[src/rtl/clic_dispatch.sv]
// clic_dispatch: vectored, nested interrupt dispatcher.
// Holds per-vector pending/enable/priority CSRs, arbitrates the highest
// eligible vector above max(running level, threshold), offers it to the core
// and tracks preemption nesting on a hardware priority stack.
// Optional feature macro: CLIC_TIMESTAMP_EN (free-running counter captured
// into a per-vector timestamp whenever that vector becomes pending).
//
// Handshake: irq_valid/irq_id are registered. While irq_valid is high the
// offered id is locked; the transfer happens on a cycle where irq_valid and
// irq_ready are both high and the vector is still eligible. If the locked
// vector stops being eligible, irq_valid drops without a transfer.
// irq_valid is high exactly when the FSM is in S_OFFER, so it doubles as the
// observable FSM state.
module clic_dispatch #(
  parameter int VecSize        = 8,
  parameter int PrioNum        = 4,
  parameter int StackDepth     = 4,
  parameter int TimeStampWidth = 8,
  localparam int VecWidth      = $clog2(VecSize),
  localparam int PrioWidth     = $clog2(PrioNum),
  localparam int DepthWidth    = $clog2(StackDepth + 1)
) (
  input  logic                  clk,
  input  logic                  reset,
  input  logic [VecSize-1:0]    ext_irq,
  input  logic                  csr_we,
  input  logic [11:0]           csr_addr,
  input  logic [31:0]           csr_wdata,
  output logic [31:0]           csr_rdata,
  output logic                  irq_valid,
  output logic [VecWidth-1:0]   irq_id,
  input  logic                  irq_ready,
  input  logic                  irq_return,
  output logic [PrioWidth-1:0]  cur_prio,
  output logic [DepthWidth-1:0] stack_depth
);

  typedef enum logic {S_IDLE, S_OFFER} state_e;

  state_e                state_q, state_d;
  logic [VecSize-1:0]    pend_q, pend_d, en_q, en_d, ext_q;
  logic [PrioWidth-1:0]  prio_q [VecSize];
  logic [PrioWidth-1:0]  prio_d [VecSize];
  logic [PrioWidth-1:0]  stack_q [StackDepth];
  logic [PrioWidth-1:0]  stack_d [StackDepth];
  logic [PrioWidth-1:0]  thresh_q, thresh_d, cur_prio_q, cur_prio_d;
  logic [DepthWidth-1:0] depth_q, depth_d;
  logic [VecWidth-1:0]   id_q, id_d;

  logic [PrioWidth-1:0]  thr_eff, win_prio, popped, prio_mid;
  logic [DepthWidth-1:0] depth_mid;
  logic [VecSize-1:0]    elig;
  logic [VecWidth-1:0]   win_id;
  logic                  win_found, full, accept, ret_fire;

  // Eligibility of every vector and fixed-priority arbitration (ties -> lowest index)
  always_comb begin
    thr_eff   = (cur_prio_q > thresh_q) ? cur_prio_q : thresh_q;
    full      = (depth_q == DepthWidth'(StackDepth));
    elig      = '0;
    win_found = 1'b0;
    win_id    = '0;
    win_prio  = '0;
    for (int i = 0; i < VecSize; i++) begin
      elig[i] = pend_q[i] & en_q[i] & (prio_q[i] > thr_eff) & ~full;
      if (elig[i] && (!win_found || prio_q[i] > win_prio)) begin
        win_found = 1'b1;
        win_id    = VecWidth'(i);
        win_prio  = prio_q[i];
      end
    end
  end

  // Offer FSM: lock a winner, then resolve by accept or loss of eligibility
  always_comb begin
    state_d = state_q;
    id_d    = id_q;
    accept  = 1'b0;
    case (state_q)
      S_IDLE: begin
        if (win_found) begin
          state_d = S_OFFER;
          id_d    = win_id;
        end
      end
      S_OFFER: begin
        if (!elig[id_q]) begin
          state_d = S_IDLE;
        end else if (irq_ready) begin
          accept  = 1'b1;
          state_d = S_IDLE;
        end
      end
      default: state_d = S_IDLE;
    endcase
  end

  // Priority stack: a return pops first, then an accept pushes onto the result
  always_comb begin
    ret_fire = irq_return && (depth_q != '0);
    popped   = '0;
    for (int k = 0; k < StackDepth; k++) begin
      if (DepthWidth'(k) == depth_q - DepthWidth'(1)) popped = stack_q[k];
    end
    depth_mid  = ret_fire ? depth_q - DepthWidth'(1) : depth_q;
    prio_mid   = ret_fire ? popped : cur_prio_q;
    depth_d    = depth_mid;
    cur_prio_d = prio_mid;
    for (int k = 0; k < StackDepth; k++) begin
      stack_d[k] = stack_q[k];
      if (accept && DepthWidth'(k) == depth_mid) stack_d[k] = prio_mid;
    end
    if (accept) begin
      depth_d    = depth_mid + DepthWidth'(1);
      cur_prio_d = prio_q[id_q];
    end
  end

  // CSR writes, accept clearing pending, and edge-set pending (edge wins last)
  always_comb begin
    thresh_d = thresh_q;
    if (csr_we && csr_addr == 12'h347) thresh_d = csr_wdata[PrioWidth-1:0];
    for (int i = 0; i < VecSize; i++) begin
      pend_d[i] = pend_q[i];
      en_d[i]   = en_q[i];
      prio_d[i] = prio_q[i];
      if (csr_we && csr_addr == 12'hb00 + 12'(i)) begin
        pend_d[i] = csr_wdata[0];
        en_d[i]   = csr_wdata[1];
        prio_d[i] = csr_wdata[PrioWidth+1:2];
      end
      if (accept && id_q == VecWidth'(i)) pend_d[i] = 1'b0;
      if (ext_irq[i] && !ext_q[i])        pend_d[i] = 1'b1;
    end
  end

`ifdef CLIC_TIMESTAMP_EN
  logic [TimeStampWidth-1:0] ts_cnt_q;
  logic [TimeStampWidth-1:0] ts_q [VecSize];

  // Free-running stamp counter, captured when a vector goes not-pending -> pending
  always_ff @(posedge clk) begin
    if (reset) begin
      ts_cnt_q <= '0;
      for (int i = 0; i < VecSize; i++) ts_q[i] <= '0;
    end else begin
      ts_cnt_q <= ts_cnt_q + TimeStampWidth'(1);
      for (int i = 0; i < VecSize; i++) begin
        if (!pend_q[i] && pend_d[i]) ts_q[i] <= ts_cnt_q;
      end
    end
  end
`else
  logic [TimeStampWidth-1:0] unused_ts;
  assign unused_ts = '0;
`endif

  // CSR read mux, purely from current state
  always_comb begin
    csr_rdata = '0;
    for (int i = 0; i < VecSize; i++) begin
      if (csr_addr == 12'hb00 + 12'(i)) csr_rdata = 32'({prio_q[i], en_q[i], pend_q[i]});
`ifdef CLIC_TIMESTAMP_EN
      if (csr_addr == 12'hb40 + 12'(i)) csr_rdata = 32'(ts_q[i]);
`endif
    end
    if (csr_addr == 12'h347) csr_rdata = 32'(thresh_q);
    if (csr_addr == 12'h350) csr_rdata = 32'(depth_q);
  end

  // State registers with synchronous reset
  always_ff @(posedge clk) begin
    if (reset) begin
      state_q    <= S_IDLE;
      id_q       <= '0;
      pend_q     <= '0;
      en_q       <= '0;
      ext_q      <= '0;
      thresh_q   <= '0;
      cur_prio_q <= '0;
      depth_q    <= '0;
      for (int i = 0; i < VecSize; i++)    prio_q[i]  <= '0;
      for (int k = 0; k < StackDepth; k++) stack_q[k] <= '0;
    end else begin
      state_q    <= state_d;
      id_q       <= id_d;
      pend_q     <= pend_d;
      en_q       <= en_d;
      ext_q      <= ext_irq;
      thresh_q   <= thresh_d;
      cur_prio_q <= cur_prio_d;
      depth_q    <= depth_d;
      for (int i = 0; i < VecSize; i++)    prio_q[i]  <= prio_d[i];
      for (int k = 0; k < StackDepth; k++) stack_q[k] <= stack_d[k];
    end
  end

  logic unused_wdata;
  assign unused_wdata = ^csr_wdata[31:PrioWidth+2];

  assign irq_valid   = (state_q == S_OFFER);
  assign irq_id      = id_q;
  assign cur_prio    = cur_prio_q;
  assign stack_depth = depth_q;

endmodule

[config.mk]
export PLATFORM = sky130hd
export DESIGN_NAME = clic_dispatch
export DESIGN_NICKNAME = d
export VERILOG_FILES = /design/src/rtl/clic_dispatch.sv
export SDC_FILE = /design/constraint.sdc
export NUM_CORES = 1
export LEC_CHECK = 0
export CAP_MARGIN = 30
export CORE_AREA = 2 2 71 140
export CTS_CLUSTER_DIAMETER = 120
export DETAILED_ROUTE_END_ITERATION = 12
export DIE_AREA = 0 0 73 142
export HOLD_SLACK_MARGIN = 0.05
export PLACE_DENSITY = 0.8
export SLEW_MARGIN = 40
export SYNTH_ARGS = -nofsm -noshare
export SYNTH_HDL_FRONTEND = slang
export SYNTH_SLANG_ARGS = --single-unit
[constraint.sdc]
create_clock -name clk -period 12.52 [get_ports clk]
set_input_delay 1.878 -clock clk [delete_from_list [all_inputs] [get_ports clk]]
set_output_delay 1.878 -clock clk [all_outputs]
set_load 0.02 [all_outputs]
==> impl_metrics.toml <==
[logic_synthesis]
ys_ff_latch = 62
async_reset_ff_share_pct = 0
synth-main-ff-cell = "dfxtp_1"
avgSynthCellArea_um2 = 8.976
yosys_warnings = 0
seq_area_frac_synth_pct = 25.85
synth-edff-count = 0
synthesis.area_um2 = 4802
postSynthCellCount = 535
ys_types = 77

[placement]
postPlaceCellArea_um2 = 5155
hpwlAfterDp_um = 9946
port-buffer-count = 41
place_inst = 662
routabilityCongestion = 0.9180

[sta]
fmax_mhz = 89.20
slew-limit-headroom_pct = 47.54
max_slew.worst_pin.slew_ps = 784.4
fin_worst_skew_ps = 8.698
tns_ps = 0
setup_viol = 0
post-route-period-util_pct = 89.54
hold_viol = 0
rsz0062_at_grt = "false"
maxSlewViolCount = 0
post-route-min-period_ps = 11210

[worst_setup_path]
required_ps = 12700
crit_slowest_cell = "dfxtp_1"
critPathMaxFanout = 8
start_kind = "flop"
rr_startpoint = "cur_prio[0]"
crit_type = "flop to flop"
critPathMaxStageDelay_ps = 450
crit_path_end_kind = "flop"
startpoint = "cur_prio[0]"
r2r_cells = 52
path_common_cell = "ha_1"
crit_arrival_ps = 11390

[cts]
cts_resized = 0
clk_latency_ps = 330
cts_setup_buffers = 0
tritoncts = "built"
h-tree-depth = 3
cts-buffers-inserted = 9
max-clock-path-buffers = 2
clkSinkCount = 62
cts_root_buf = "clkbuf_16"
hold_buffers = 0
path_clk_slew_ps = 50

[global_routing]
grt.total_usage_pct = 25.81
grt_pass1_wl_um = 20470
grt_max_degree = 62
grt-ovfl-total = 0
grt_pass1_vias = 4210
antenna_found_initial = 0

[routing]
vias = 4115
finalWirelength_um = 12790
wl_per_cell_um = 18.88
first_iter_violations = 319
vias_per_cell = 6.078
ant_nets = 0
drc = 0
first_pass_iters = 4

[pwr]
p_leak_nw = 2.240
powerDensity_nw_per_um2 = 106.7
vdd_drop_max_uv = 98.86

[final_layout]
diodes = 0
synthToLayoutAreaGrowth_pct = 13.78
fin_util_pct = 58.62
drive_gt1_share_pct = 10.65
final_cells = 677
fin_nets = 669
fin_area_um2 = 5464
fillers = 778

[job]
maxCapViolCount = 0

[die]
rows = 50
initial_core_util_pct = 51.52
die_w_um = 73
design.portCount = 98
dieArea_um2 = 10370
die_h_um = 142
core_area_um2 = 9321

[min_path]
hold_depth = 1
holdCritPathClass = "flop to flop"
min_from = "ext_q[7]"

[run_status]
status = "finished clean"
[report_power, final]
group	switching [W]	total [W]	internal (W)
Sequential	0.00000946	0.000214	0.000204
Clock	0.0000865	0.000255	0.000169
Combinational	0.0000722	0.000114	0.0000421
Total	0.000168	0.000583	0.000415
[path summary, 6_finish.rpt]
| path | to | slack [ps] |
|---|---|---|
| setup reg to reg | irq_id[2] | 1310 |
| setup / recovery | irq_id[2] | 1310 |
| hold reg to reg | pend_q[7] | 440 |
| hold / removal | pend_q[7] | 440 |
[sequential cells by signal (all words and copies together) (netlist names), named ones only]
name / flops
thresh_q: 2
ext_q: 8
irq_valid: 1
prio_q: 16
irq_id: 3
stack_depth: 3
cur_prio: 2
en_q: 8
pend_q: 8
stack_q: 8
[synthesized netlist by cell type, types with 5 or more instances]
library cell  instances  area (um2)
a21oi_1              13       65.06
a221oi_2              5       75.07
and2_1                7       43.79
buf_4                29       217.7
clkbuf_1             14       52.55
dfxtp_1              62        1241
ha_1                 43       538.0
inv_1                29       108.9
mux2i_1              51       510.5
mux4_2                7       157.7
nand2_1              31       116.4
nand2b_1             21       131.4
nand3_1               9       45.04
nor2_1               60       225.2
nor2b_1              25       156.4
nor3_1                5       25.02
o21ai_0              17       85.08
[metal layers]
layer | GRT usage (%) | wire length [um] | vias to the layer above
li1 | - | - | 1932
met1 | 25.03 | 4177 | 1945
met2 | 46.18 | 6986 | 168
met3 | 3.824 | 590 | 70
met4 | 20.66 | 1032 | 0
met5 | 0 | 0 | -
[through the flow]
stage	hold slack (ps)	setup slack (ps)	total power (W)
after CTS	434.0	1368	0.0005855
after detailed placement	400.1	1409	0.0003305
after global routing	442.1	430.0	0.0006056
final	435.2	1309	0.0005831
after floorplan	393.4	2483	0.0003012
after global placement	395.8	1825	0.0003249
[cell usage in the layout, fill, tap and decap left out, types with 3 or more instances in the layout]
master / n
o21ai_0: 17
or2_2: 3
clkbuf_16: 9
nor3b_1: 4
o2111ai_2: 4
clkdlybuf4s50_1: 39
inv_1: 29
ha_1: 43
nor3_1: 5
nand3_1: 9
mux2_2: 3
nand4_1: 4
o22ai_1: 3
a311oi_1: 4
xnor2_1: 3
o32ai_1: 4
nor2_1: 60
a221oi_2: 5
nand3_4: 3
nor2b_1: 25
a22oi_1: 4
nand2_1: 31
a21o_1: 3
a21oi_1: 13
dfxtp_1: 62
a211oi_1: 4
and2_1: 7
nand2b_1: 21
mux4_2: 7
buf_4: 3
a31oi_1: 4
conb_1: 28
mux2i_1: 51
clkbuf_8: 3
[worst max-delay path: cells and delay by family, from the launching register on]
family	cells	cell delay, ps
buf+inv	3	390
mux	1	390
simple gates	14	2190
compound gates	25	5090
flops	1	450
fa+ha+maj	9	2550
[layout make-up]
type                            count  area, um2  share of cell area [%]
Clock buffer                       12      266.5                   4.877
Inverter                           29      108.9                   1.992
Sequential cell                    62       1241                   22.72
Multi-Input combinational cell    424       3257                   59.61
Timing Repair Buffer               43      417.9                   7.648
Tap cell                          104      130.1                   2.382
Clock inverter                      3      42.54                  0.7786
[cell families (layout without fill, tap and decap cells)]
family | after synthesis | in the layout | share of synthesized area, %
compound gates | 96 | 96 | 16.91
flops | 62 | 62 | 25.85
buf+inv | 76 | 87 | 8.442
other cells | 1 | 28 | 0.07809
simple gates | 192 | 192 | 22.17
mux | 61 | 61 | 14.62
xor+xnor | 4 | 4 | 0.7297
fa+ha+maj | 43 | 43 | 11.20
Note: power is estimated with default switching activity, not from simulation.
